`src/rtl/demux_1x4_reg.sv`:
```
`default_nettype none
// ============================================================================
// Module      : demux_1x4_reg
// Description : Registered 1-to-4 demultiplexer with a valid/ready handshake.
//               A single producer stream is steered by {s1,s0} into one of
//               four single-word lane holding registers. Each lane keeps a
//               wrapping count of the words its consumer has taken.
// Revision    : 1.0 - initial release
// ============================================================================
module demux_1x4_reg #(
    parameter int WIDTH = 32,
    parameter int CNT_W = 8
) (
    input  logic             clk,
    input  logic             reset_n,
    input  logic [WIDTH-1:0] in_data,
    input  logic             s1,
    input  logic             s0,
    input  logic             in_valid,
    output logic             in_ready,
    output logic [WIDTH-1:0] out_a,
    output logic [WIDTH-1:0] out_b,
    output logic [WIDTH-1:0] out_c,
    output logic [WIDTH-1:0] out_d,
    output logic             vld_a,
    output logic             vld_b,
    output logic             vld_c,
    output logic             vld_d,
    input  logic             rdy_a,
    input  logic             rdy_b,
    input  logic             rdy_c,
    input  logic             rdy_d,
    output logic [CNT_W-1:0] cnt_a,
    output logic [CNT_W-1:0] cnt_b,
    output logic [CNT_W-1:0] cnt_c,
    output logic [CNT_W-1:0] cnt_d
);

    localparam int c_LANES = 4;

    logic [1:0]         w_sel;
    logic [3:0]         w_rdy;
    logic [3:0]         w_vld;
    logic               w_acc;
    logic [WIDTH-1:0]   w_data [c_LANES];
    logic [CNT_W-1:0]   w_cnt  [c_LANES];

    assign w_sel = {s1, s0};
    assign w_rdy = {rdy_d, rdy_c, rdy_b, rdy_a};

    // Backpressure comes straight from the selected lane: a lane can take a
    // new word when it is empty or its current word leaves on this edge.
    assign in_ready = !w_vld[w_sel] || w_rdy[w_sel];
    assign w_acc    = in_valid && in_ready;

    generate
        for (genvar i = 0; i < c_LANES; i++) begin : g_lane
            logic [WIDTH-1:0] r_data;
            logic             r_vld;
            logic [CNT_W-1:0] r_cnt;
            logic             w_load;
            logic             w_drain;

            assign w_load  = w_acc && (w_sel == 2'(i));
            assign w_drain = r_vld && w_rdy[i];

            // Lane holding register: a load wins over a drain so a word can
            // enter and leave in the same cycle; a drain alone only clears
            // the flag and leaves the stale data visible.
            always_ff @(posedge clk or negedge reset_n) begin
                if (!reset_n) begin
                    r_data <= '0;
                    r_vld  <= 1'b0;
                end else if (w_load) begin
                    r_data <= in_data;
                    r_vld  <= 1'b1;
                end else if (w_drain) begin
                    r_vld  <= 1'b0;
                end
            end

            // Completed-transfer counter, wraps naturally at 2^CNT_W.
            always_ff @(posedge clk or negedge reset_n) begin
                if (!reset_n) begin
                    r_cnt <= '0;
                end else if (w_drain) begin
                    r_cnt <= r_cnt + 1'b1;
                end
            end

            assign w_data[i] = r_data;
            assign w_vld[i]  = r_vld;
            assign w_cnt[i]  = r_cnt;
        end
    endgenerate

    assign out_a = w_data[0];
    assign out_b = w_data[1];
    assign out_c = w_data[2];
    assign out_d = w_data[3];
    assign vld_a = w_vld[0];
    assign vld_b = w_vld[1];
    assign vld_c = w_vld[2];
    assign vld_d = w_vld[3];
    assign cnt_a = w_cnt[0];
    assign cnt_b = w_cnt[1];
    assign cnt_c = w_cnt[2];
    assign cnt_d = w_cnt[3];

endmodule
`default_nettype wire

```
`config.mk`:
```
export PLATFORM = sky130hd
export DESIGN_NAME = demux_1x4_reg
export DESIGN_NICKNAME = d
export VERILOG_FILES = /design/src/rtl/demux_1x4_reg.sv
export SDC_FILE = /design/constraint.sdc
export NUM_CORES = 1
export LEC_CHECK = 0
export CORE_ASPECT_RATIO = 1.75
export CORE_UTILIZATION = 35
export DETAILED_ROUTE_END_ITERATION = 10
export GPL_TIMING_DRIVEN = 0
export PLACE_DENSITY = 0.66
export SYNTH_ARGS = -nofsm -noshare
export SYNTH_HDL_FRONTEND = slang
export SYNTH_SLANG_ARGS = --single-unit
```
`constraint.sdc`:
```
create_clock -name clk -period 1.3 [get_ports clk]
set_input_delay 0.26 -clock clk [delete_from_list [all_inputs] [get_ports clk]]
set_output_delay 0.26 -clock clk [all_outputs]
set_load 0.02 [all_outputs]
```
# Yosys cells after proc, flatten, opt, wreduce, memory -nomap -nowiden
# Index checks and enable logic that the tools add are counted.
[totals] register_bits=164 output_inout_bits=165 elab_cells=48 in_bits=41
[op_classes] addsub=4 magnitude_cmp=1 n_eq_ne=3 reduce_logical=16 muxes=12
[op_table] operator="8-bit by 1-bit adder with 8-bit output, second input constant" n=4
[op_table] operator="1-bit 2-to-1 mux" n=10
[op_table] operator="1-bit logical AND" n=9
[op_table] operator="2-bit nonzero test" n=4
[op_table] operator="1-bit binary-select mux with 2-bit select" n=2
[op_table] operator="2-bit == test, second input constant" n=2
[op_table] operator="2-bit by 3-bit < comparator with 1-bit output, second input constant" n=1
[op_table] operator="2-bit by 1-bit == test with 1-bit output, second input constant" n=1
[op_table] operator="2-bit logical NOT" n=1
[op_table] operator="1-bit logical NOT" n=1
[op_table] operator="1-bit logical OR" n=1

# Depth between registers and ports, before layout
[logic_depth] word_depth=7 mapped_depth=5 depth_no_buf=4

# Worst setup path after synthesis
# Ideal clock, no wire load.
[synth_timing] kind="register -> register" startpoint="register g_lane[2].r_vld, in the netlist vld_c" endpoint="register g_lane[2].r_data[10], in the netlist out_c[10]" required_time_ns=1.175 arrival_ns=1.369 n_path_buf=1 path_slack_ns=-0.194 setup_ns=0.125 period_less_slack_ns=1.494 stages_incl_launch_ff=5 cell_sequence="dfrtp_1 -> nand2b_1 -> nor3b_4 -> buf_6 -> mux2_2"
[synth_via] elab_chain_len=6
[synth_rtl] element="from (decl)" line="59" source="logic r_vld;"
[synth_rtl] element="from (signal assigned)" line="73" source="r_vld <= 1'b0;"
[synth_rtl] element="from (signal assigned)" line="76" source="r_vld <= 1'b1;"
[synth_rtl] element="from (signal assigned)" line="78" source="r_vld <= 1'b0;"
[synth_rtl] element="1-bit binary-select mux with 2-bit select" line="53" source="assign in_ready = !w_vld[w_sel] || w_rdy[w_sel];"
[synth_rtl] element="1-bit 2-to-1 mux (not written as such)" line="53"
[synth_rtl] element="1-bit logical NOT" line="53"
[synth_rtl] element="1-bit logical OR" line="53"
[synth_rtl] element="1-bit logical AND" line="54" source="assign w_acc = in_valid && in_ready;"
[synth_rtl] element="1-bit logical AND" line="64" source="assign w_load = w_acc && (w_sel == 2'(i));"
[synth_rtl] element="to (signal assigned)" line="75" source="r_data <= in_data;"
[synth_rtl] element="to (decl)" line="58" source="logic [WIDTH-1:0] r_data;"
# Every way passes these cells. The select of a mux whose other input is x is not followed.
# A chain may end at the register's enable or synchronous reset.

# Final worst setup path
[layout_timing] startpoint="register g_lane[3].r_vld, in the netlist vld_d" endpoint="output in_ready"
[layout_via] elab_chain_len=4
[layout_rtl] element="from (decl)" line="59"
[layout_rtl] element="from (signal assigned)" line="73"
[layout_rtl] element="from (signal assigned)" line="76"
[layout_rtl] element="from (signal assigned)" line="78"
[layout_rtl] element="1-bit binary-select mux with 2-bit select" line="53"
[layout_rtl] element="1-bit 2-to-1 mux (not written as such)" line="53"
[layout_rtl] element="1-bit logical NOT" line="53"
[layout_rtl] element="1-bit logical OR" line="53"
[layout_rtl] element="to (decl)" line="20" source="output logic in_ready,"
# Every way passes these cells. The select of a mux whose other input is x is not followed.

==> metrics.cfg <==
[clock_tree]
cts_tree = done
h-tree-depth = 4
cts_buffers = 17
path_clk_slew_ps = 70
clkLatencyLatePin_ps = 430
clock-root-buffer = clkbuf_16
cts_buffer_depth = 2
cts.sinks = 164

[die]
dieWidth_um = 104
rows = 64
die_h_um = 180
ioPinCount = 206
dieArea_um2 = 18700
coreArea_um2 = 17600
start_util_pct = 36.1

[yosys]
syn_avg_cell_area_um2 = 15.9
ys_types = 25
synth_top_family_by_area = multiplexers
synth-xor-area-share_pct = 3.86
synth_warnings = 0
synth_fa_ha_area_share_pct = 0.788
synth_cells = 400
synth_compound_area_share_pct = 0.0788
syn_area_um2 = 6350
ys_seq_area_share_pct = 64.6
synth_nets = 445
synth_seq_cells = 164
synthMuxAreaShare_pct = 23.7
synthSimpleGateAreaFrac_pct = 4.78

[worst_setup_path]
worst-r2r-cell-count = 8
rrSetupSlack_ps = -360
r2r-end = out_d[23]$_DFFE_PN0P_
crit_buf_inv = 1
cp.required_ps = 1040
r2r_start = vld_d$_DFFE_PN0P_
path_depth = 3
crit_start = vld_d$_DFFE_PN0P_
crit_chain = nand2b_4 -> mux4_2 -> buf_6
path_delay_family = multiplexers
cpPeakStageDelay_ps = 470
crit_end = in_ready
worstPathArrival_ps = 1490
path_class = reg2out
crit_path_max_fanout = 2
cp-start-kind = register
cp_slowest_cell = mux4_2
critPathCaptureType = output port

[power_and_ir_drop]
ir_worst_vdd_uv = 876
leakagePower_nw = 4.97
powerDensity_nw_per_um2 = 1810

[timing]
final-hold-violation-count = 0
slew_violations = 0
rsz0062_at_grt = true
slew_headroom_pct = 60.7
finalSetupViolations = 130
max_slew.worst_pin.slew_ps = 590
setup_ws_ps = -454
max_freq_ghz = 0.570
setup_tns_ps = -22630
period_share_pct = 135
finClkSkew_ps = 7.48
fin_crit_ps = 1750

[status]
violations = setup timing
outcome = complete, but fails checks

[grt]
antenna_found_initial = 1
grt_pass1_wl_um = 29100
grt_pass1_vias = 4788
grt_use_total_pct = 20.5
grt-ovfl-total = 0
grt_max_degree = 95

[finish]
final_cell_mix = 160 x dfrtp_1, 156 x buf_2, 128 x mux2_4
nFillCells = 1493
area_growth_pct = 57.9
multiInputGateArea_um2 = 2650
seqCellArea_um2 = 4110
layout.nets = 732
mostFrequentLayoutCell = dfrtp_1
layout.cells.non_filler = 932
drive_gt1_share_pct = 60.7

[worst_hold_path]
whs_path_depth = 3
min_path_type = in2reg

[routing]
wl_per_cell_um = 20.1
firstDrtPassIters = 5
ant_nets = 0
drt-initial-drc-count = 127
wl_um = 18700
via_count = 4431
viasPerCell = 4.75
drc = 0

[place]
routabilityCongestion = 0.771
hpwl_um = 11700
dp_slack_ps = -952
dp_cells = 837
portBuffers = 205

[run]
drv_cap = 0

## layout make-up
type / count / area share [%]
sequential: 164 / 41.0
antenna: 1 / 0.0249
clock buffer: 18 / 4.28
timing repair buffer: 275 / 21.8
tap: 231 / 2.88
buffer: 10 / 1.66
multi-input combinational: 219 / 26.4
clock inverter: 14 / 1.98
## worst min-delay path by stage
stage               slack [ps]              endpoint            startpoint
detailed placement         250  cnt_d[2]$_DFFE_PN0P_               reset_n
global route               320  cnt_d[0]$_DFFE_PN0P_                 rdy_d
global placement           460  cnt_d[7]$_DFFE_PN0P_  cnt_d[7]$_DFFE_PN0P_
CTS                        310  cnt_d[0]$_DFFE_PN0P_                 rdy_d
finish                     330  cnt_d[0]$_DFFE_PN0P_                 rdy_d
floorplan                  -40  cnt_a[0]$_DFFE_PN0P_               reset_n
## logic make-up after synthesis
kind of cell             count (synthesis)
flip-flops                             164
buffers and inverters                   17
AND/OR/NAND/NOR                         53
AO/OA/AOI/OAI                            1
multiplexers                           133
XOR/XNOR                                28
adder cells (fa/ha/maj)                  4
## per-stage QoR
| step | util, % | cell area [um2] | power (W) | hold WS [ps] |
|---|---|---|---|---|
| 2_1_floorplan | - | 6640 | 0.00989 | -35.6 |
| 3_3_place_gp | 51.0 | 8980 | 0.0128 | 463 |
| 3_5_place_dp | 51.2 | 9020 | 0.0130 | 249 |
| 4_1_cts | 56.9 | 10000 | 0.0180 | 311 |
| 5_1_grt | 56.9 | 10000 | 0.0189 | 324 |
| 6_report | 56.9 | 10000 | 0.0181 | 334 |
## power by group
part           leakage, nW  total (W)  internal (W)  switching (W)
sequential            1.98    0.00689       0.00623       0.000664
combinational         2.69    0.00583       0.00280        0.00303
clock                0.300    0.00540       0.00325        0.00215
total                 4.97     0.0181        0.0123        0.00585
## layer usage
| metal | part of all wire [%] | up-vias | track usage, % |
|---|---|---|---|
| met1 | 38 | 2297 | 22.2 |
| met2 | 56 | 132 | 38.1 |
| li1 | - | 1974 | - |
| met3 | 4.0 | 28 | 4.30 |
| met4 | 2.8 | 0 | 9.09 |
| met5 | 0 | - | 0 |
## cells in the mapped netlist (all sizes together)
cell    number  share of area, %
clkbuf       4              0.26
nor3         1             0.079
xnor2       23               3.2
and2         3              0.30
mux4         1              0.35
mux2       132                23
o21ai        1             0.079
nand2       16              0.95
dfrtp      164                65
nor3b        1              0.30
nand2b       4              0.39
nand3b       1              0.12
nor2         1             0.059
xor2         5              0.69
ha           4              0.79
nand4       13               1.3
nand3        2              0.16
buf         13               1.9
nor2b        2              0.24
and4         1              0.14
and3         8              0.79
## sequential cells by signal (all words and copies together), names as in the netlist
name and cells:
vld_d 1, cnt_b 8, cnt_d 8, vld_b 1, vld_c 1, out_a 32
cnt_a 8, vld_a 1, out_b 32, out_d 32, cnt_c 8, out_c 32
## worst register-to-register path: cells and delay by family (launching register included)
kind	cells	cell delay, ps
buf+inv	5	590
flops	1	420
mux	1	300
simple gates	2	230
## repair_timing
item | 4_1_cts | 5_1_grt
pin swaps | 2 | 4
hold endpoints to repair | 70 | 0
endpoints found under the setup margin | 294 | 241
hold buffers | 1 | 0
setup buffers | 48 | 20
gates cloned | 12 | 1
gates resized for setup | 769 | 68
Power figures use the tool's default switching activity.
